<file path="src/rtl/pulse_analyzer.sv">
// pulse_analyzer: measures an incoming pulse train on one pin.
// For every pulse it reports the low interval before it (meas_delay) and its
// high interval (meas_width) in clk cycles. It also counts pulses up to a
// programmed repetition count and flags low/high intervals that run too long.
//
// Optional feature: define PULSE_ANALYZER_GLITCH_FILTER_EN to discard high
// intervals shorter than GLITCH_CYCLES. Glitch cycles are folded into the
// following delay.
//
// Ports:
//   clk, reset_n           clock, asynchronous active-low reset
//   arm_in / arm_ack       capture request (sampled in IDLE) / accept strobe
//   abort_in               synchronous stop, highest priority
//   pulse_in               asynchronous pulse train
//   expected_reps          pulses to capture (0 = unlimited), latched at arm
//   timeout_cycles         max low/high interval (0 = none), latched at arm
//   meas_valid             one-cycle result strobe
//   meas_delay/meas_width  low/high cycle counts of the reported pulse
//   pulse_index            1-based index of the reported pulse
//   done                   final pulse captured (coincides with meas_valid)
//   timeout                sticky interval-timeout flag, cleared on arm_ack
//   busy_led, pulse_led    not-IDLE indicator, synchronized pulse_in level
module pulse_analyzer #(
  parameter int unsigned SYNC_STAGES   = 2,
  parameter int unsigned CNT_W         = 32,
  parameter int unsigned REP_W         = 16,
  parameter int unsigned GLITCH_CYCLES = 2
) (
  input  logic             clk,
  input  logic             reset_n,
  input  logic             arm_in,
  output logic             arm_ack,
  input  logic             abort_in,
  input  logic             pulse_in,
  input  logic [REP_W-1:0] expected_reps,
  input  logic [CNT_W-1:0] timeout_cycles,
  output logic             meas_valid,
  output logic [CNT_W-1:0] meas_delay,
  output logic [CNT_W-1:0] meas_width,
  output logic [REP_W-1:0] pulse_index,
  output logic             done,
  output logic             timeout,
  output logic             busy_led,
  output logic             pulse_led
);

  localparam int unsigned AW = $clog2(SYNC_STAGES);
  localparam logic [CNT_W-1:0] GLITCH_MIN = CNT_W'(GLITCH_CYCLES);
`ifdef PULSE_ANALYZER_GLITCH_FILTER_EN
  localparam bit GLITCH_EN = 1'b1;
`else
  localparam bit GLITCH_EN = 1'b0;
`endif

  typedef enum logic [2:0] {
    IDLE,
    ALIGN,
    WAIT_HIGH,
    SKIP,
    MEAS_HIGH
  } state_t;

  state_t state_q, state_d;

  logic [SYNC_STAGES-1:0] sync_q;
  logic                   prev_q;
  logic [AW-1:0]          align_q, align_d;
  logic [CNT_W-1:0]       low_q, low_d;
  logic [CNT_W-1:0]       hi_q, hi_d;
  logic [CNT_W-1:0]       dly_q, dly_d;
  logic [REP_W-1:0]       count_q, count_d;
  logic [REP_W-1:0]       reps_q, reps_d;
  logic [CNT_W-1:0]       tmo_q, tmo_d;
  logic                   valid_q, valid_d;
  logic [CNT_W-1:0]       mdelay_q, mdelay_d;
  logic [CNT_W-1:0]       mwidth_q, mwidth_d;
  logic [REP_W-1:0]       index_q, index_d;
  logic                   done_q, done_d;
  logic                   timeout_q, timeout_d;

  logic             level;
  logic             rise;
  logic             fall;
  logic             tmo_on;
  logic             glitch;
  logic [REP_W-1:0] next_count;

  function automatic logic [CNT_W-1:0] sat_inc(input logic [CNT_W-1:0] v);
    return (v == '1) ? v : v + CNT_W'(1);
  endfunction

  assign level      = sync_q[SYNC_STAGES-1];
  assign rise       = level & ~prev_q;
  assign fall       = ~level & prev_q;
  assign tmo_on     = (tmo_q != '0);
  assign glitch     = GLITCH_EN && (hi_q < GLITCH_MIN);
  assign next_count = count_q + REP_W'(1);

  always_ff @(posedge clk or negedge reset_n) begin
    if (!reset_n) begin
      sync_q <= '0;
      prev_q <= 1'b0;
    end else begin
      sync_q <= {sync_q[SYNC_STAGES-2:0], pulse_in};
      prev_q <= level;
    end
  end

  // Counter timing: in WAIT_HIGH the low counter holds (low cycles seen - 1)
  // for the current cycle, so the value at the rising-edge cycle equals the
  // delay. Likewise the high counter equals the width at the falling-edge
  // cycle. The fall cycle itself is the first low cycle of the next delay.
  always_comb begin
    state_d   = state_q;
    align_d   = align_q;
    low_d     = low_q;
    hi_d      = hi_q;
    dly_d     = dly_q;
    count_d   = count_q;
    reps_d    = reps_q;
    tmo_d     = tmo_q;
    valid_d   = 1'b0;
    mdelay_d  = mdelay_q;
    mwidth_d  = mwidth_q;
    index_d   = index_q;
    done_d    = 1'b0;
    timeout_d = timeout_q;
    arm_ack   = 1'b0;

    if (abort_in) begin
      state_d = IDLE;
    end else begin
      unique case (state_q)
        IDLE: begin
          if (arm_in) begin
            arm_ack   = 1'b1;
            timeout_d = 1'b0;
            reps_d    = expected_reps;
            tmo_d     = timeout_cycles;
            count_d   = '0;
            align_d   = '0;
            state_d   = ALIGN;
          end
        end
        ALIGN: begin
          if (align_q == AW'(SYNC_STAGES - 1)) begin
            low_d   = '0;
            state_d = WAIT_HIGH;
          end else begin
            align_d = align_q + AW'(1);
          end
        end
        WAIT_HIGH: begin
          if (tmo_on && (low_q >= tmo_q)) begin
            timeout_d = 1'b1;
            state_d   = IDLE;
          end else if (rise) begin
            dly_d   = low_q;
            hi_d    = CNT_W'(1);
            low_d   = sat_inc(low_q);
            state_d = MEAS_HIGH;
          end else if (level) begin
            // Already high right after alignment: drop the partial pulse.
            hi_d    = '0;
            state_d = SKIP;
          end else begin
            low_d = sat_inc(low_q);
          end
        end
        SKIP: begin
          if (tmo_on && (hi_q >= tmo_q)) begin
            timeout_d = 1'b1;
            state_d   = IDLE;
          end else if (fall) begin
            low_d   = CNT_W'(1);
            state_d = WAIT_HIGH;
          end else begin
            hi_d = sat_inc(hi_q);
          end
        end
        MEAS_HIGH: begin
          // Low counter keeps running so a discarded glitch adds to the delay.
          low_d = sat_inc(low_q);
          if (tmo_on && (hi_q >= tmo_q)) begin
            timeout_d = 1'b1;
            state_d   = IDLE;
          end else if (fall) begin
            state_d = WAIT_HIGH;
            if (!glitch) begin
              low_d    = CNT_W'(1);
              valid_d  = 1'b1;
              mdelay_d = dly_q;
              mwidth_d = hi_q;
              index_d  = next_count;
              count_d  = next_count;
              if ((reps_q != '0) && (next_count == reps_q)) begin
                done_d  = 1'b1;
                state_d = IDLE;
              end
            end
          end else begin
            hi_d = sat_inc(hi_q);
          end
        end
        default: state_d = IDLE;
      endcase
    end
  end

  always_ff @(posedge clk or negedge reset_n) begin
    if (!reset_n) begin
      state_q   <= IDLE;
      align_q   <= '0;
      low_q     <= '0;
      hi_q      <= '0;
      dly_q     <= '0;
      count_q   <= '0;
      reps_q    <= '0;
      tmo_q     <= '0;
      valid_q   <= 1'b0;
      mdelay_q  <= '0;
      mwidth_q  <= '0;
      index_q   <= '0;
      done_q    <= 1'b0;
      timeout_q <= 1'b0;
    end else begin
      state_q   <= state_d;
      align_q   <= align_d;
      low_q     <= low_d;
      hi_q      <= hi_d;
      dly_q     <= dly_d;
      count_q   <= count_d;
      reps_q    <= reps_d;
      tmo_q     <= tmo_d;
      valid_q   <= valid_d;
      mdelay_q  <= mdelay_d;
      mwidth_q  <= mwidth_d;
      index_q   <= index_d;
      done_q    <= done_d;
      timeout_q <= timeout_d;
    end
  end

  assign meas_valid  = valid_q;
  assign meas_delay  = mdelay_q;
  assign meas_width  = mwidth_q;
  assign pulse_index = index_q;
  assign done        = done_q;
  assign timeout     = timeout_q;
  assign busy_led    = (state_q != IDLE);
  assign pulse_led   = level;

endmodule

</file>
<file path="config.mk">
export PLATFORM = sky130hd
export DESIGN_NAME = pulse_analyzer
export DESIGN_NICKNAME = d
export VERILOG_FILES = /design/src/rtl/pulse_analyzer.sv
export SDC_FILE = /design/constraint.sdc
export NUM_CORES = 1
export LEC_CHECK = 0
export CAP_MARGIN = 20
export CORE_UTILIZATION = 57
export CTS_CLUSTER_DIAMETER = 60
export DETAILED_ROUTE_END_ITERATION = 12
export PLACE_DENSITY = 0.91
export SYNTH_ARGS = -nofsm -noshare
export SYNTH_HDL_FRONTEND = slang
export SYNTH_SLANG_ARGS = --single-unit
export TNS_END_PERCENT = 5
</file>
<file path="constraint.sdc">
create_clock -name clk -period 4.11 [get_ports clk]
set_clock_uncertainty 0.15 [all_clocks]
set_input_delay 1.0275 -clock clk [delete_from_list [all_inputs] [get_ports clk]]
set_output_delay 1.0275 -clock clk [all_outputs]
set_load 0.02 [all_outputs]
</file>
==> qor.csv <==
metric;value;unit
status;completed;
Die X-Extent;154;um
number of pins exceeding their max-slew limit in the final report;0;
simple-gate share of the synthesized area;0.174;
portion of netlist area occupied by mux cells;0.0790;
root buf cell;clkbuf_16;
number of nets with antenna violations after routing;0;
number of hold buffers added after cts;0;
largest net degree at the start of global routing;83;
Power, Total;7540;uW
Synth Area in Compound Gates;0.141;
final number of setup-violating endpoints;0;
Total Wirelength;35.6;mm
xor-xnor portion of the synthesized cell area;0.0245;
Worst Tran Pin Value;0.909;ns
number of enable-type register cells in the synthesized netlist;0;
1st-iter DRT viols;1220;
Avg Synthesized Cell Area;9.83;um2
First-pass DRT Iterations;5;
remaining routing DRC violations;0;
initial antenna violation count;0;
synth warn;0;
Bufs on Longest Clock Path;3;
critical path type;input port to output port;
clock insertion delay at the later pin of the skew report;0.53;ns
Die Area;0.0238;mm2
sum of negative setup slack;0;ns
buffer count from post-CTS setup fixing;0;
share of the synthesized area in the top cell type;0.474;
Final Worst Setup Slack;0.159;ns
number of nets in the synthesized netlist;1463;
critical register-to-register path startpoint;hi_q[0];
I/O pins;139;
max capacitance violation total;0;
category of the worst setup path launch point;input port;
r2r worst-path depth;10;
clock transition time at the flip-flop clock pins of the worst setup and hold paths;0.06;ns
Final GP Congestion;0.926;
pre-CTS setup slack;0.180;ns
share of synthesized area occupied by flip-flops and latches;0.474;
setup slack of the most critical reg-to-reg path;0.33;ns
setup repair after global routing missed its margin;no;
final core utilization;0.692;
total congestion overflow after global routing;0;
power per cell area;480;mW/mm2
count of state elements after synthesis;250;
share of layout cells above drive strength 1;0.113;
half-perimeter wire length after placement;24.6;mm
Final Hold Vio Count;0;
area of the mapped netlist;0.0132;mm2
via count of the first global-routing pass;11297;
reported leakage power;0.00706;uW
highest ir drop seen on vdd;0.000306;V
fin crit share;0.961;
number of nets at the end of the flow;1587;
Starting Density;0.581;
endpoint arrival time on the critical path;2.77;ns
diode count;0;
count of vias placed by the detailed router;11296;
via density per instance;6.38;
count of standard-cell rows;55;
combinational family with the most area after synthesis;simple AND/OR/NAND/NOR gates;
maximum achievable frequency;253;MHz
Primary FF master, synth;dfrtp_1;
cell type with the largest total area after synthesis;dfrtp_1;
area added between synthesis and finish;19.0;%
core area;0.0227;mm2
critical path fanouts, max;3;
routed wire length per instance;20.1;um
CTS-repair resized insts;0;
number of buffers created by CTS;27;
Critical Path Sink;arm_ack;
launching instance or port of the critical path;arm_in;
required time of the critical path;2.93;ns
critical path capture point type;output port;
adder-cell share of the synthesized area;0.0635;
Global Route Usage Sum;0.302;
ys async rst share;1.00;
Max transition margin;0.387;
Chip Height;154;um
Num Clock Sinks;250;
synth top area cells;dfrtp_1 (47%), ha_1 (6.3%), nand2_1 (5.9%), mux2_2 (4.1%), o21ai_0 (4.1%);
H-tree Lvls;1;
capture point of the worst reg-to-reg path;low_q[7];
count of buffers from port buffering;138;
count of cell types in the netlist;73;
first-pass GRT wire length;57.8;mm
Period minus WS final;3.95;ns
CTS tree;yes;
type of the worst min-delay path;flop to flop;
synthesized netlist cell count;1343;
power breakdown:
group	internal (uW)	leakage [uW]	switching (uW)
Clock	1450	0.000449	1000
Combinational	714	0.00322	1230
Sequential	2790	0.00339	350
Total	4950	0.00706	2590
Yosys cell counts (all sizes together) (2+ instances only):
library cell / instances
dfrtp: 250
nand2: 208
o21ai: 109
a21oi: 101
mux2: 80
ha: 67
inv: 58
nor2: 49
nand4: 43
clkbuf: 40
nand3: 40
buf: 27
nor4: 27
a31oi: 25
xnor2: 25
or3: 23
and3: 19
nor3: 17
nand2b: 14
xor2: 12
and2: 11
o21a: 9
a21o: 7
a41oi: 7
o31ai: 7
nor2b: 6
o22a: 6
a211oi: 5
a21boi: 4
and4: 4
o211ai: 4
a311oi: 3
mux2i: 3
o211a: 3
o22ai: 3
or4: 3
a2111oi: 2
a211o: 2
o311a: 2
or4b: 2
cells by family (layout without fill, tap and decap cells):
kind of cell               count (synthesis)  after routing
DFF                                      250            250
xor gates and xnor gates                  37             37
and+or+nand+nor                          470            470
buffers and inverters                    126            269
adders and majority gates                 67             67
AOI/OAI and AO/OA                        310            310
muxes                                     83             83
metal layers:
| metal | up-vias | routed length, um | track usage |
|---|---|---|---|
| li1 | 5051 | - | - |
| met1 | 5486 | 13900 | 0.384 |
| met2 | 625 | 17400 | 0.517 |
| met3 | 134 | 2860 | 0.0457 |
| met4 | 0 | 1390 | 0.124 |
| met5 | - | 0 | 0 |
placed cells by master (no fill, tap or decap), types with 14 or more instances in the layout:
cell type	n
dfrtp_1	250
nand2_1	208
clkdlybuf4s50_1	137
o21ai_0	107
a21oi_1	99
ha_1	67
inv_1	56
mux2_2	48
nor2_1	47
nand4_1	43
nand3_1	39
mux2_4	30
clkbuf_16	27
nor4_1	25
xnor2_1	25
a31oi_1	25
or3_1	23
buf_4	21
and3_1	19
nand2b_1	14
nor3_1	14
worst min path at each step:
stage / start / to / slack [ns] / depth (start not counted)
after floorplan: sync_q[0] / sync_q[1] / 0.18 / 0
after CTS: sync_q[0] / sync_q[1] / 0.24 / 0
after detailed placement: sync_q[0] / sync_q[1] / 0.23 / 0
after global placement: sync_q[0] / sync_q[1] / 0.22 / 0
after global routing: sync_q[0] / sync_q[1] / 0.26 / 0
final: sync_q[0] / sync_q[1] / 0.26 / 0
registers in the layout (all words and copies together) (netlist names), 2 cells and up:
| name | flops |
|---|---|
| tmo_q | 32 |
| pulse_index | 16 |
| hi_q | 32 |
| meas_width | 32 |
| dly_q | 32 |
| count_q | 16 |
| reps_q | 16 |
| meas_delay | 32 |
| low_q | 32 |
| sync_q | 2 |
| state_q | 3 |
through the flow:
stage | std cells | instance area, um2 | hold slack (ns)
after floorplan | 1343 | 13200 | 0.181
after detailed placement | 1723 | 14800 | 0.231
final | 1771 | 15700 | 0.257
after global placement | 1723 | 14800 | 0.216
after global routing | 1771 | 15700 | 0.258
after CTS | 1771 | 15700 | 0.244
worst max-delay path, stage by stage:
cell,delay (ns)
clkdlybuf4s50_1,0.51
nor2b_1,0.20
nand3_1,0.28
inv_2,0.13
clkdlybuf4s50_1,0.61
final cells by class:
type                    count  area (um2)
multi-input cells         967        6370
flip-flops and latches    250        6260
repair buffers            162        1600
clock inverters            12         120
inverters                  59         224
fillers                  1560        7000
clock buffers              36         779
well taps                 285         357
(Power assumes the default switching activity.)
